File: src/rtl/farm_pkg.sv
// farm_pkg: shared constants and types for the farm sensor monitor.
//   CFG_SEL_MIN / CFG_SEL_MAX : cfg_sel encodings for threshold writes
//   THR_MIN_FILL / THR_MAX_FILL : reset fill bit for min / max thresholds
//   ch_idx_t : channel index wide enough for any legal NUM_CH (2..8),
//              used for range-checking narrow channel ports
package farm_pkg;
  localparam logic CFG_SEL_MIN  = 1'b0;
  localparam logic CFG_SEL_MAX  = 1'b1;
  localparam logic THR_MIN_FILL = 1'b0;
  localparam logic THR_MAX_FILL = 1'b1;

  typedef logic [3:0] ch_idx_t;
endpackage

File: src/rtl/farm_avg_channel.sv
// farm_avg_channel: moving-average datapath for one sensor channel.
//   clk, rst_n   : clock, async active-low reset
//   accept       : sample for this channel accepted this cycle
//   sample_data  : raw reading
//   avg          : windowed average including sample_data (combinational)
//   filled       : window has held a full set of samples before this cycle
module farm_avg_channel #(
  parameter int DATA_W   = 8,
  parameter int AVG_LOG2 = 2
) (
  input  logic              clk,
  input  logic              rst_n,
  input  logic              accept,
  input  logic [DATA_W-1:0] sample_data,
  output logic [DATA_W-1:0] avg,
  output logic              filled
);
  localparam int DEPTH = 1 << AVG_LOG2;
  localparam int SW    = DATA_W + AVG_LOG2;

  logic [DATA_W-1:0]   buf_q [DEPTH];
  logic [AVG_LOG2-1:0] ptr;
  logic [AVG_LOG2-1:0] fill_cnt;
  logic [SW-1:0]       sum;
  logic [SW-1:0]       new_sum;

  // Sum of the window after replacing the oldest entry; cannot overflow SW bits.
  always_comb begin
    new_sum = sum - SW'(buf_q[ptr]) + SW'(sample_data);
    avg     = new_sum[SW-1:AVG_LOG2];
  end

  always_ff @(posedge clk or negedge rst_n) begin
    if (!rst_n) begin
      for (int unsigned i = 0; i < DEPTH; i++) buf_q[i] <= '0;
      ptr      <= '0;
      fill_cnt <= '0;
      sum      <= '0;
      filled   <= 1'b0;
    end else if (accept) begin
      buf_q[ptr] <= sample_data;
      ptr        <= ptr + 1'b1;
      sum        <= new_sum;
      if (!filled) begin
        fill_cnt <= fill_cnt + 1'b1;
        if (fill_cnt == '1) filled <= 1'b1;
      end
    end
  end
endmodule

File: src/rtl/farm_sensor_monitor.sv
// farm_sensor_monitor: multi-channel sensor monitor with moving average,
// programmable min/max thresholds, persistence-filtered alerts with
// hysteresis, sticky acknowledgeable alarms and a buzzer.
//   clk, rst_n                         : clock, async active-low reset
//   ena                                : global enable
//   sample_valid/sample_ch/sample_data : time-multiplexed sample input
//   cfg_we/cfg_ch/cfg_sel/cfg_data     : threshold write (sel 0=min, 1=max)
//   ack                                : per-channel latched-alarm clear
//   avg_valid/avg_ch/avg_data          : registered average result
//   alert_vec                          : live filtered alert per channel
//   alarm_latched                      : sticky alarm per channel
//   buzzer                             : OR of alert_vec and alarm_latched
module farm_sensor_monitor
  import farm_pkg::*;
#(
  parameter int NUM_CH   = 4,
  parameter int DATA_W   = 8,
  parameter int AVG_LOG2 = 2,
  parameter int PERSIST  = 3,
  parameter int HYST     = 4
) (
  input  logic                      clk,
  input  logic                      rst_n,
  input  logic                      ena,
  input  logic                      sample_valid,
  input  logic [$clog2(NUM_CH)-1:0] sample_ch,
  input  logic [DATA_W-1:0]         sample_data,
  input  logic                      cfg_we,
  input  logic [$clog2(NUM_CH)-1:0] cfg_ch,
  input  logic                      cfg_sel,
  input  logic [DATA_W-1:0]         cfg_data,
  input  logic [NUM_CH-1:0]         ack,
  output logic                      avg_valid,
  output logic [$clog2(NUM_CH)-1:0] avg_ch,
  output logic [DATA_W-1:0]         avg_data,
  output logic [NUM_CH-1:0]         alert_vec,
  output logic [NUM_CH-1:0]         alarm_latched,
  output logic                      buzzer
);
  localparam int CW = $clog2(NUM_CH);
  localparam logic [3:0]      PERS_X = 4'(PERSIST);
  localparam logic [DATA_W:0] HYST_X = (DATA_W+1)'(HYST);

  logic              sample_ok;
  logic              cfg_ok;
  logic [NUM_CH-1:0] ch_acc;
  logic [NUM_CH-1:0] ch_filled;
  logic [DATA_W-1:0] ch_avg [NUM_CH];

  logic [DATA_W-1:0] min_q  [NUM_CH];
  logic [DATA_W-1:0] max_q  [NUM_CH];
  logic [3:0]        pers_q [NUM_CH];
  logic [3:0]        pers_nxt [NUM_CH];
  logic [NUM_CH-1:0] alert_nxt;
  logic [NUM_CH-1:0] alert_d;
  logic [DATA_W-1:0] avg_sel;

  assign sample_ok = ena && sample_valid && (ch_idx_t'(sample_ch) < ch_idx_t'(NUM_CH));
  assign cfg_ok    = ena && cfg_we && (ch_idx_t'(cfg_ch) < ch_idx_t'(NUM_CH));

  for (genvar g = 0; g < NUM_CH; g++) begin : g_ch
    assign ch_acc[g] = sample_ok && (sample_ch == CW'(g));
    farm_avg_channel #(
      .DATA_W  (DATA_W),
      .AVG_LOG2(AVG_LOG2)
    ) u_avg (
      .clk        (clk),
      .rst_n      (rst_n),
      .accept     (ch_acc[g]),
      .sample_data(sample_data),
      .avg        (ch_avg[g]),
      .filled     (ch_filled[g])
    );
  end

  // Threshold evaluation against the thresholds registered before this cycle.
  always_comb begin
    pers_nxt  = pers_q;
    alert_nxt = alert_vec;
    avg_sel   = '0;
    for (int unsigned c = 0; c < NUM_CH; c++) begin
      if (ch_acc[c]) begin
        avg_sel = ch_avg[c];
        if (ch_filled[c]) begin
          if (ch_avg[c] < min_q[c] || ch_avg[c] > max_q[c]) begin
            if (pers_q[c] < PERS_X) pers_nxt[c] = pers_q[c] + 4'd1;
            if (pers_nxt[c] == PERS_X) alert_nxt[c] = 1'b1;
          end else begin
            pers_nxt[c] = '0;
            // Clear band is empty when max < HYST; checked explicitly to avoid wrap.
            if (({1'b0, max_q[c]} >= HYST_X) &&
                ({1'b0, min_q[c]} + HYST_X <= {1'b0, ch_avg[c]}) &&
                ({1'b0, ch_avg[c]} <= {1'b0, max_q[c]} - HYST_X))
              alert_nxt[c] = 1'b0;
          end
        end
      end
    end
  end

  always_ff @(posedge clk or negedge rst_n) begin
    if (!rst_n) begin
      for (int unsigned c = 0; c < NUM_CH; c++) begin
        min_q[c]  <= {DATA_W{THR_MIN_FILL}};
        max_q[c]  <= {DATA_W{THR_MAX_FILL}};
        pers_q[c] <= '0;
      end
      alert_vec     <= '0;
      alert_d       <= '0;
      alarm_latched <= '0;
      avg_valid     <= 1'b0;
      avg_ch        <= '0;
      avg_data      <= '0;
    end else if (ena) begin
      avg_valid <= sample_ok;
      if (sample_ok) begin
        avg_ch   <= sample_ch;
        avg_data <= avg_sel;
      end
      pers_q    <= pers_nxt;
      alert_vec <= alert_nxt;
      alert_d   <= alert_vec;
      // A rising alert edge wins over a same-cycle ack.
      alarm_latched <= (alarm_latched & ~ack) | (alert_vec & ~alert_d);
      for (int unsigned c = 0; c < NUM_CH; c++) begin
        if (cfg_ok && cfg_ch == CW'(c)) begin
          if (cfg_sel == CFG_SEL_MIN) min_q[c] <= cfg_data;
          else                        max_q[c] <= cfg_data;
        end
      end
    end else begin
      avg_valid <= 1'b0;
    end
  end

  assign buzzer = |(alert_vec | alarm_latched);
endmodule

File: config.mk
export PLATFORM = sky130hd
export DESIGN_NAME = farm_sensor_monitor
export DESIGN_NICKNAME = d
export VERILOG_FILES = /design/src/rtl/farm_pkg.sv /design/src/rtl/farm_avg_channel.sv /design/src/rtl/farm_sensor_monitor.sv
export SDC_FILE = /design/constraint.sdc
export NUM_CORES = 1
export LEC_CHECK = 0
export ABC_AREA = 1
export CORE_MARGIN = 2
export CORE_UTILIZATION = 40
export CTS_BUF_LIST = sky130_fd_sc_hd__clkbuf_2
export DETAILED_ROUTE_END_ITERATION = 10
export SETUP_SLACK_MARGIN = 0.02
export SLEW_MARGIN = 30
export SYNTH_ARGS = -nofsm -noshare
export SYNTH_HDL_FRONTEND = slang
export SYNTH_SLANG_ARGS = --single-unit
File: constraint.sdc
create_clock -name clk -period 5.5 [get_ports clk]
set_input_delay 1.1 -clock clk [delete_from_list [all_inputs] [get_ports clk]]
set_output_delay 1.1 -clock clk [all_outputs]
set_load 0.02 [all_outputs]
==> results of run 1 <==
cell usage after synthesis, types with 2 or more instances:
cell type                    n
sky130_fd_sc_hd__nand2_1   602
sky130_fd_sc_hd__a21o_1      7
sky130_fd_sc_hd__nor2_8      2
sky130_fd_sc_hd__nand2_4     2
sky130_fd_sc_hd__nand3_1    73
sky130_fd_sc_hd__buf_6       2
sky130_fd_sc_hd__inv_2       2
sky130_fd_sc_hd__ha_1      191
sky130_fd_sc_hd__inv_1     363
sky130_fd_sc_hd__dfrtp_1   259
sky130_fd_sc_hd__fa_1       32
sky130_fd_sc_hd__o21a_1      6
sky130_fd_sc_hd__o21ai_0   307
sky130_fd_sc_hd__nand3b_1   10
sky130_fd_sc_hd__nand4_1    30
sky130_fd_sc_hd__nor3_1     15
sky130_fd_sc_hd__o21bai_1   10
sky130_fd_sc_hd__o211ai_1    5
sky130_fd_sc_hd__clkinv_1    4
sky130_fd_sc_hd__nor2_4      2
sky130_fd_sc_hd__o22ai_1    37
sky130_fd_sc_hd__xnor2_1    10
sky130_fd_sc_hd__buf_2      20
sky130_fd_sc_hd__o31ai_1     2
sky130_fd_sc_hd__nor4b_2     2
sky130_fd_sc_hd__nand2_2     4
sky130_fd_sc_hd__nor2_1    166
sky130_fd_sc_hd__xor2_1     45
sky130_fd_sc_hd__clkbuf_1   30
sky130_fd_sc_hd__buf_1       4
sky130_fd_sc_hd__or2_2      11
sky130_fd_sc_hd__dfstp_2    32
sky130_fd_sc_hd__a21oi_1    57
sky130_fd_sc_hd__mux2_2      4
path summary, 6_finish.rpt:
path	from	endpoint
min in group clk	alert_d[0]$_DFFE_PN0P_	alarm_latched[0]$_DFFE_PN0P_
worst max-delay path	g_ch[0].u_avg.ptr[0]$_DFFE_PN0P_	alert_vec[0]$_DFFE_PN0P_
max in group asynchronous	rst_n	max_q[22]$_DFFE_PN1P_
worst max register to register	g_ch[0].u_avg.ptr[0]$_DFFE_PN0P_	alert_vec[0]$_DFFE_PN0P_
worst min register to register	alert_d[0]$_DFFE_PN0P_	alarm_latched[0]$_DFFE_PN0P_
worst min-delay path	rst_n	g_ch[3].u_avg.buf_q[19]$_DFFE_PN0P_
stage by stage:
step / worst slack (ns) / instances / instance area [µm²] / hold slack (ns) / util [%]
after floorplan: 1.16 / 2364 / 18700 / 0.436 / -
after global placement: 0.248 / 2989 / 20000 / 0.448 / 43.0
after detailed placement: 0.214 / 2989 / 20000 / 0.454 / 43.0
after CTS: 0.760 / 3128 / 20700 / 0.0296 / 44.6
after global routing: 0.237 / 3134 / 20700 / 0.0351 / 44.6
final: 0.739 / 3134 / 20700 / 0.109 / 44.6
cells by family after synthesis:
logic type               count (synthesis)  synth area share, %
XOR/XNOR                                56                 2.66
adder cells (fa/ha/maj)                223                 16.2
AO/OA/AOI/OAI                          439                 12.5
AND/OR/NAND/NOR                        924                 20.5
buffers and inverters                  427                 8.81
multiplexers                             4                0.241
flip-flops                             291                 39.1
sequential cells by signal, summed over array words and instances (netlist names):
name,count
g_ch.u_avg.buf_q,128
alert_vec,4
pers_q,16
alarm_latched,4
max_q,32
g_ch.u_avg.fill_cnt,8
g_ch.u_avg.filled,4
g_ch.u_avg.sum,40
avg_data,8
avg_valid,1
avg_ch,2
g_ch.u_avg.ptr,8
alert_d,4
min_q,32
metal layers:
| layer | GRT usage, % | vias up | share of wire, % |
|---|---|---|---|
| met1 | 26.4 | 7360 | 45 |
| met4 | 8.41 | 0 | 3.5 |
| met2 | 34.1 | 303 | 47 |
| met3 | 4.05 | 115 | 4.3 |
| met5 | 0 | - | 0 |
| li1 | - | 7838 | - |
final cells by class:
| type | count | area, µm² |
|---|---|---|
| fillers | 4673 | 25700 |
| multi-input cells | 1646 | 9760 |
| flip-flops and latches | 291 | 7320 |
| inverters | 370 | 1390 |
| well taps | 607 | 759 |
| repair buffers | 75 | 728 |
| clock buffers | 121 | 606 |
| clock inverters | 18 | 113 |
| diodes | 6 | 15.0 |
==> metrics.txt, run 1 <==
result of the run finished clean; number of violations reported at the end of detailed-routing iteration 0 869; final WL 47.8 mm; number of global-route vias before repair 15700; number of antenna violations at the first check in global routing 2; leading register cell type out of synthesis sky130_fd_sc_hd__dfrtp_1; GRT Residual Overflow 0; Setup-failing EPs final 0; Final Slew Violations 0; # rows 79; cell count after synthesis 2364; maximum clock skew at final layout 0.0884 ns; Setup TNS 0 ns; Final Hold Violating Endpoints 0; CP max stage delay 0.76 ns; number of resized instances in the post-cts repair step 0; RD Place Congestion 0.894; buffer count from post-CTS setup fixing 0; minimum clock period 4.76 ns; Critical Path AT 5.64 ns; clock buffer depth 3; top library cells by usage in the layout, fill and taps aside sky130_fd_sc_hd__nand2_1, sky130_fd_sc_hd__inv_1, sky130_fd_sc_hd__o21ai_0; CTS tree yes; core outline area 46400 µm²; final clock period utilization by the worst path 86.6%; Tightest Pin Transition 0.841 ns; critical path capture point type register; Most Frequent Cell on Critical Path sky130_fd_sc_hd__nand2_1; sum of net half-perimeters after detailed placement 35.0 mm; Area Growth Syn to Fin 10.5%; Cell Chain, Critical Path inv_1, o21ai_0, o22ai_1, fa_1, inv_1, ha_1, nand2_1, nand2_1, nand2_1, nand3_1, and2_1, nor2_1, ha_1, a21oi_1, nand2_1, nand2_1, nand2_1, nand2_1, nand2_1, nor2_1, nand3_1, nor2_1, a21oi_1; number of max-cap violations 0; first-pass GRT wire length 78.6 mm; quantity of hold-fixing buffers added after cts 0; wire length per cell 15.2 µm; Vias/cell 4.98; startpoint type of the worst setup path register; maximum number of pins on one net before global-route repair 107; remaining routing DRC violations 0; classification of the worst-slack hold path in2async; Yosys warning total 0; CTS sink count 291; Netlist Area Pre-Place 18700 µm²; relative slew slack 44.0%; number of enable-type register cells in the synthesized netlist 0; Avg Cell Area, Syn 7.92 µm²; slowest stage cell, crit path sky130_fd_sc_hd__dfrtp_1; peak fanout along the critical path 20; Detailed Routing Iterations Pass 1 5; Reg2Reg Setup Slack 0.74 ns; most common cell after layout, fill and taps aside sky130_fd_sc_hd__nand2_1; overall routing resource usage 20.6%; start-to-end type of the worst setup path reg2reg; ratio of cells with drive above 1 in the final layout 8.85%; Root Buffer sky130_fd_sc_hd__clkbuf_2; remaining antenna violation count 0; die span in y 220 µm; full die area 48500 µm²; share of the synthesized area in the top cell type 34.6%; cell count along the critical path 23; cell type with the highest aggregate area in the netlist sky130_fd_sc_hd__dfrtp_1; initial cell density of the core 40.4%; number of distinct standard cells referenced by the synthesized netlist 50; # nets final 2717; CTS clk-pin slew, worst paths 0.10 ns; Required @ worst endpoint 6.38 ns; Net Count, Synth 2617; FMAX 210 MHz; CP delay by family, top simple AND/OR/NAND/NOR gates; number of buffers and inverters on the critical path 2; number of buffer cells added on primary ports 49; sequential share of the synthesized area 39.1%; horizontal die dimension 220 µm; total via count in the routed design 15600; RSZ-0062 raised after global routing false; Num CTS Buffers 80; number of register bits inferred by synthesis 291; Synth async-reset ratio 100%; worst r2r path cells 23; top cells by area in the synthesized netlist sky130_fd_sc_hd__dfrtp_1, sky130_fd_sc_hd__ha_1, sky130_fd_sc_hd__nand2_1; depth of the CTS H-tree 3; clock latency at the later pin of the worst-skew pair 1.06 ns; # IOs 50
Power of run 1 is left out: the tool's default activity adds up to more than one toggle a clock period on the data nets, which glitch-free logic cannot reach.
==> run 2, diff against run 1 <==
==> constraint.sdc (replaced) <==
create_clock -name clk -period 4.8 [get_ports clk]
set_input_delay 0.96 -clock clk [delete_from_list [all_inputs] [get_ports clk]]
set_output_delay 0.96 -clock clk [all_outputs]
set_load 0.1 [all_outputs]
==> metrics.txt, run 2 (same netlist as run 1, synthesis figures left out) <==
relative slew slack 34.0%; Reg2Reg Setup Slack 0.55 ns; GRT Residual Overflow 0; maximum clock skew at final layout 0.0861 ns; peak fanout along the critical path 18; Root Buffer sky130_fd_sc_hd__clkbuf_2; Num CTS Buffers 80; number of violations reported at the end of detailed-routing iteration 0 939; result of the run finished clean; number of max-cap violations 0; Critical Path AT 5.15 ns; most flop-heavy register g_ch.u_avg.buf_q; RSZ-0062 raised after global routing false; wire length per cell 15.2 µm; initial cell density of the core 40.4%; # rows 79; FMAX 235 MHz; Final Hold Violating Endpoints 0; startpoint type of the worst setup path register; Largest regs g_ch.u_avg.buf_q: 128 flops, g_ch.u_avg.sum: 40 flops; # nets final 2754; Setup-failing EPs final 0; CTS clk-pin slew, worst paths 0.10 ns; first-pass GRT wire length 79.2 mm; most common cell after layout, fill and taps aside sky130_fd_sc_hd__nand2_1; minimum hold slack 0.411 ns; classification of the worst-slack hold path in2async; number of resized instances in the post-cts repair step 0; CTS tree yes; quantity of hold-fixing buffers added after cts 1; remaining routing DRC violations 0; number of buffer cells added on primary ports 49; full die area 48500 µm²; Final Slew Violations 0; total via count in the routed design 15700; remaining antenna violation count 0; number of antenna violations at the first check in global routing 2; minimum clock period 4.25 ns; final WL 48.0 mm; RD Place Congestion 0.908; critical path capture point type register; final clock period utilization by the worst path 88.6%; number of global-route vias before repair 15800; core outline area 46400 µm²; flip-flop count of the largest register, all copies and words added 128; ratio of cells with drive above 1 in the final layout 9.82%; Tightest Pin Transition 0.987 ns; depth of the CTS H-tree 3; overall routing resource usage 20.7%; Area Growth Syn to Fin 12.4%; maximum number of pins on one net before global-route repair 119; Detailed Routing Iterations Pass 1 5; CTS sink count 291; Vias/cell 4.95; top library cells by usage in the layout, fill and taps aside sky130_fd_sc_hd__nand2_1, sky130_fd_sc_hd__inv_1, sky130_fd_sc_hd__o21ai_0; Setup TNS 0 ns; buffer count from post-CTS setup fixing 0; clock buffer depth 3; clock latency at the later pin of the worst-skew pair 1.05 ns; sum of net half-perimeters after detailed placement 35.1 mm; start-to-end type of the worst setup path reg2reg; horizontal die dimension 220 µm; # IOs 50; Required @ worst endpoint 5.70 ns; die span in y 220 µm
## run 2: changes by cell type in the layout (fill, tap and decap cells not counted), sizes merged
cell         change
clkinv           +6
clkinvlp         -3
inv              -2
dlygate4sd3      +1
buf             +36
bufinv           +1
clkbuf           -4
diode            -4
## run 2: layer usage
metal	global-route usage [%]	part of all wire [%]
met1	26.6	46
met2	35.0	48
met3	3.64	3.2
met4	7.52	2.8
met5	0	0
## run 2: final cells by class
type | count | area [µm²]
Fill cell | 4690 | 25300
Multi-Input combinational cell | 1646 | 9760
Sequential cell | 291 | 7320
Inverter | 370 | 1390
Timing Repair Buffer | 112 | 1090
Tap cell | 607 | 759
Clock buffer | 117 | 586
Clock inverter | 20 | 130
Antenna cell | 2 | 5.00
## run 2: critical path, cell delays in order, from the launching register on
cell and delay (ns):
sky130_fd_sc_hd__dfrtp_1 0.39, sky130_fd_sc_hd__inv_1 0.43, sky130_fd_sc_hd__o21ai_0 0.14, sky130_fd_sc_hd__o22ai_1 0.33, sky130_fd_sc_hd__fa_1 0.48, sky130_fd_sc_hd__inv_1 0.07
sky130_fd_sc_hd__ha_1 0.27, sky130_fd_sc_hd__a21oi_1 0.17, sky130_fd_sc_hd__o21ai_0 0.17, sky130_fd_sc_hd__or2_2 0.30, sky130_fd_sc_hd__nand2_1 0.14, sky130_fd_sc_hd__inv_1 0.08
sky130_fd_sc_hd__ha_1 0.29, sky130_fd_sc_hd__inv_1 0.05, sky130_fd_sc_hd__nand2_1 0.06, sky130_fd_sc_hd__nand2_1 0.05, sky130_fd_sc_hd__a21oi_1 0.15, sky130_fd_sc_hd__nor2_1 0.07
sky130_fd_sc_hd__nor2_1 0.09, sky130_fd_sc_hd__nand2_1 0.06, sky130_fd_sc_hd__nand2_1 0.08, sky130_fd_sc_hd__nand2_1 0.05, sky130_fd_sc_hd__nor2_1 0.09, sky130_fd_sc_hd__nand2_1 0.05
sky130_fd_sc_hd__nand2_1 0.06, sky130_fd_sc_hd__nand2_1 0.05
## run 2: metrics by stage
stage	cells	utilization (%)	cell area, µm²	worst slack [ns]
floorplan	2364	-	18700	0.573
global placement	3024	43.8	20300	0.0533
detailed placement	3024	43.8	20300	0.0169
CTS	3162	45.3	21000	0.580
global route	3165	45.4	21000	0.0661
finish	3165	45.4	21000	0.549
## run 2: final timing paths
kind,from,endpoint,cells after the start
setup / recovery,g_ch[2].u_avg.ptr[0]$_DFFE_PN0P_,alert_vec[2]$_DFFE_PN0P_,25
hold / removal,rst_n,g_ch[2].u_avg.buf_q[22]$_DFFE_PN0P_,2
setup reg to reg,g_ch[2].u_avg.ptr[0]$_DFFE_PN0P_,alert_vec[2]$_DFFE_PN0P_,25
hold reg to reg,pers_q[15]$_DFFE_PN0P_,pers_q[15]$_DFFE_PN0P_,2
max in group asynchronous,rst_n,max_q[23]$_DFFE_PN1P_,4
min in group clk,pers_q[15]$_DFFE_PN0P_,pers_q[15]$_DFFE_PN0P_,2
Power of run 2 is left out for the same reason.
==> run 3, diff against run 2 <==
--- a/config.mk
+++ b/config.mk
@@ -5,9 +5,8 @@
 export SDC_FILE = /design/constraint.sdc
 export NUM_CORES = 1
 export LEC_CHECK = 0
-export ABC_AREA = 1
 export CORE_MARGIN = 2
-export CORE_UTILIZATION = 40
+export CORE_UTILIZATION = 43
 export CTS_BUF_LIST = sky130_fd_sc_hd__clkbuf_2
 export DETAILED_ROUTE_END_ITERATION = 10
 export SETUP_SLACK_MARGIN = 0.02
==> metrics.txt, run 3 <==
sum of net half-perimeters after detailed placement 35.1 mm; total via count in the routed design 14200; share of the synthesized area in the top cell type 35.8%; CP delay by family, top compound AO/OA/AOI/OAI gates; relative slew slack 33.9%; clock latency at the later pin of the worst-skew pair 1.06 ns; FMAX 213 MHz; Num CTS Buffers 82; number of antenna violations at the first check in global routing 2; Area Growth Syn to Fin 20.9%; Critical Path AT 5.60 ns; Required @ worst endpoint 5.70 ns; Detailed Routing Iterations Pass 1 5; Net Count, Synth 2126; Setup-failing EPs final 0; number of register bits inferred by synthesis 291; wire length per cell 17.3 µm; CTS tree yes; Most Frequent Cell on Critical Path sky130_fd_sc_hd__inv_2; Tightest Pin Transition 0.988 ns; core outline area 41800 µm²; remaining routing DRC violations 0; critical register-to-register path startpoint g_ch[0].u_avg.ptr[0]$_DFFE_PN0P_; post-synthesis share of cell area spent on full adders, half adders and majority gates 16.7%; number of distinct standard cells referenced by the synthesized netlist 79; top library cells by usage in the layout, fill and taps aside sky130_fd_sc_hd__nand2_1, sky130_fd_sc_hd__dfrtp_1, sky130_fd_sc_hd__o21ai_0; largest family of logic cells by synthesized area adder cells; ratio of cells with drive above 1 in the final layout 23.9%; start-to-end type of the worst setup path reg2reg; # IOs 50; number of buffers and inverters on the critical path 2; CP max stage delay 0.55 ns; portion of netlist area occupied by mux cells 6.81%; peak fanout along the critical path 4; critical path capture point type register; Vias/cell 5.16; CTS sink count 291; cell type with the highest aggregate area in the netlist sky130_fd_sc_hd__dfrtp_1; minimum clock period 4.71 ns; Synth async-reset ratio 100%; maximum clock skew at final layout 0.119 ns; die span in y 209 µm; top cells by area in the synthesized netlist sky130_fd_sc_hd__dfrtp_1, sky130_fd_sc_hd__ha_1, sky130_fd_sc_hd__o21ai_0; Crit. Startpoint g_ch[0].u_avg.ptr[0]$_DFFE_PN0P_; Root Buffer sky130_fd_sc_hd__clkbuf_2; critical hold path startpoint alert_d[1]$_DFFE_PN0P_; Post-Synth XOR/XNOR Area 3.72%; result of the run finished clean; clock buffer depth 3; initial cell density of the core 43.3%; number of violations reported at the end of detailed-routing iteration 0 715; Netlist Area Pre-Place 18100 µm²; number of global-route vias before repair 14400; leading register cell type out of synthesis sky130_fd_sc_hd__dfrtp_1; Worst Setup Slack, final 0.0948 ns; full die area 43700 µm²; final clock period utilization by the worst path 98.0%; number of enable-type register cells in the synthesized netlist 0; final WL 47.5 mm; # rows 75; classification of the worst-slack hold path reg2reg; sequential share of the synthesized area 40.5%; overall routing resource usage 22.2%; Final Hold Violating Endpoints 0; startpoint type of the worst setup path register; flip-flop count of the largest register, all copies and words added 128; Largest regs g_ch.u_avg.buf_q: 128 flops, g_ch.u_avg.sum: 40 flops; Cell Chain, Critical Path mux4_2, fa_1, inv_2, fa_2, a21o_1, a21boi_2, o21bai_1, xnor2_1, inv_2, ha_4, nand2_2, nor4_2, nand2_1, a32oi_2, nand3_2, a211o_1, o32a_1; RD Place Congestion 0.877; Yosys warning total 0; leading cell type by number of instances after synthesis sky130_fd_sc_hd__nand2_1; GRT Residual Overflow 0; # nets final 2409; Avg Cell Area, Syn 9.66 µm²; cell count after synthesis 1873; most common cell after layout, fill and taps aside sky130_fd_sc_hd__nand2_1; pre-CTS worst setup slack -0.601 ns; remaining antenna violation count 0; Commonest cells post-synth sky130_fd_sc_hd__nand2_1, sky130_fd_sc_hd__dfrtp_1, sky130_fd_sc_hd__o21ai_0, sky130_fd_sc_hd__inv_1, sky130_fd_sc_hd__ha_1; CTS clk-pin slew, worst paths 0.11 ns; most flop-heavy register g_ch.u_avg.buf_q; Final Slew Violations 0; number of buffer cells added on primary ports 49; number of max-cap violations 0; post-synthesis compound-gate area fraction 14.4%; first-pass GRT wire length 76.2 mm; maximum number of pins on one net before global-route repair 108; horizontal die dimension 209 µm; post-synthesis simple-gate area fraction 11.8%; slowest stage cell, crit path sky130_fd_sc_hd__mux4_2; depth of the CTS H-tree 3
## run 3: path summary, 6_finish.rpt
kind	end	slack, ns	depth (start not counted)
min reg2reg	alarm_latched[1]$_DFFE_PN0P_	0.46	1
max reg2reg	alert_vec[0]$_DFFE_PN0P_	0.09	17
max	alert_vec[0]$_DFFE_PN0P_	0.09	17
max in group asynchronous	g_ch[2].u_avg.buf_q[24]$_DFFE_PN0P_	3.10	3
min	alarm_latched[1]$_DFFE_PN0P_	0.46	1
min in group asynchronous	alert_vec[2]$_DFFE_PN0P_	0.50	2
## run 3: timing repair
action                                 CTS  global route
setup endpoints to repair                3            20
setup buffers                            1            12
endpoints found under the hold margin   70             0
resized for setup                        5            70
hold buffers                             1             0
pin swaps                                3            35
## run 3: cell type report
cell class / instances / area (µm²)
fill: 3777 / 19900
multi-input combinational: 1289 / 10000
sequential: 291 / 7330
timing repair buffer: 264 / 2230
inverter: 228 / 856
tap: 539 / 674
clock buffer: 120 / 601
clock inverter: 20 / 171
antenna: 5 / 12.5
## run 3: cell families after synthesis
group           after synthesis
buf+inv                     293
flops                       291
fa+ha+maj                   223
mux                          74
simple gates                472
compound gates              444
xor+xnor                     76
## run 3: per-layer routing
metal / global-route usage [%] / up-vias / share of wire, %
li1: - / 7025 / -
met1: 30.8 / 6849 / 47
met2: 34.8 / 257 / 45
met3: 4.42 / 92 / 4.3
met4: 7.98 / 0 / 2.9
met5: 0 / - / 0
## run 3: metrics by stage
step,std cells,hold slack (ns),TNS [ns],area (µm²),utilization (%)
floorplan,1873,0.435,-0.0183,18100,-
global placement,2597,0.444,-7.69,20600,49.4
detailed placement,2597,0.458,-9.13,20700,49.5
CTS,2739,0.410,0,21500,51.4
global route,2755,0.443,-0.139,21900,52.4
finish,2756,0.456,0,21900,52.4
Power of run 3 is left out for the same reason.
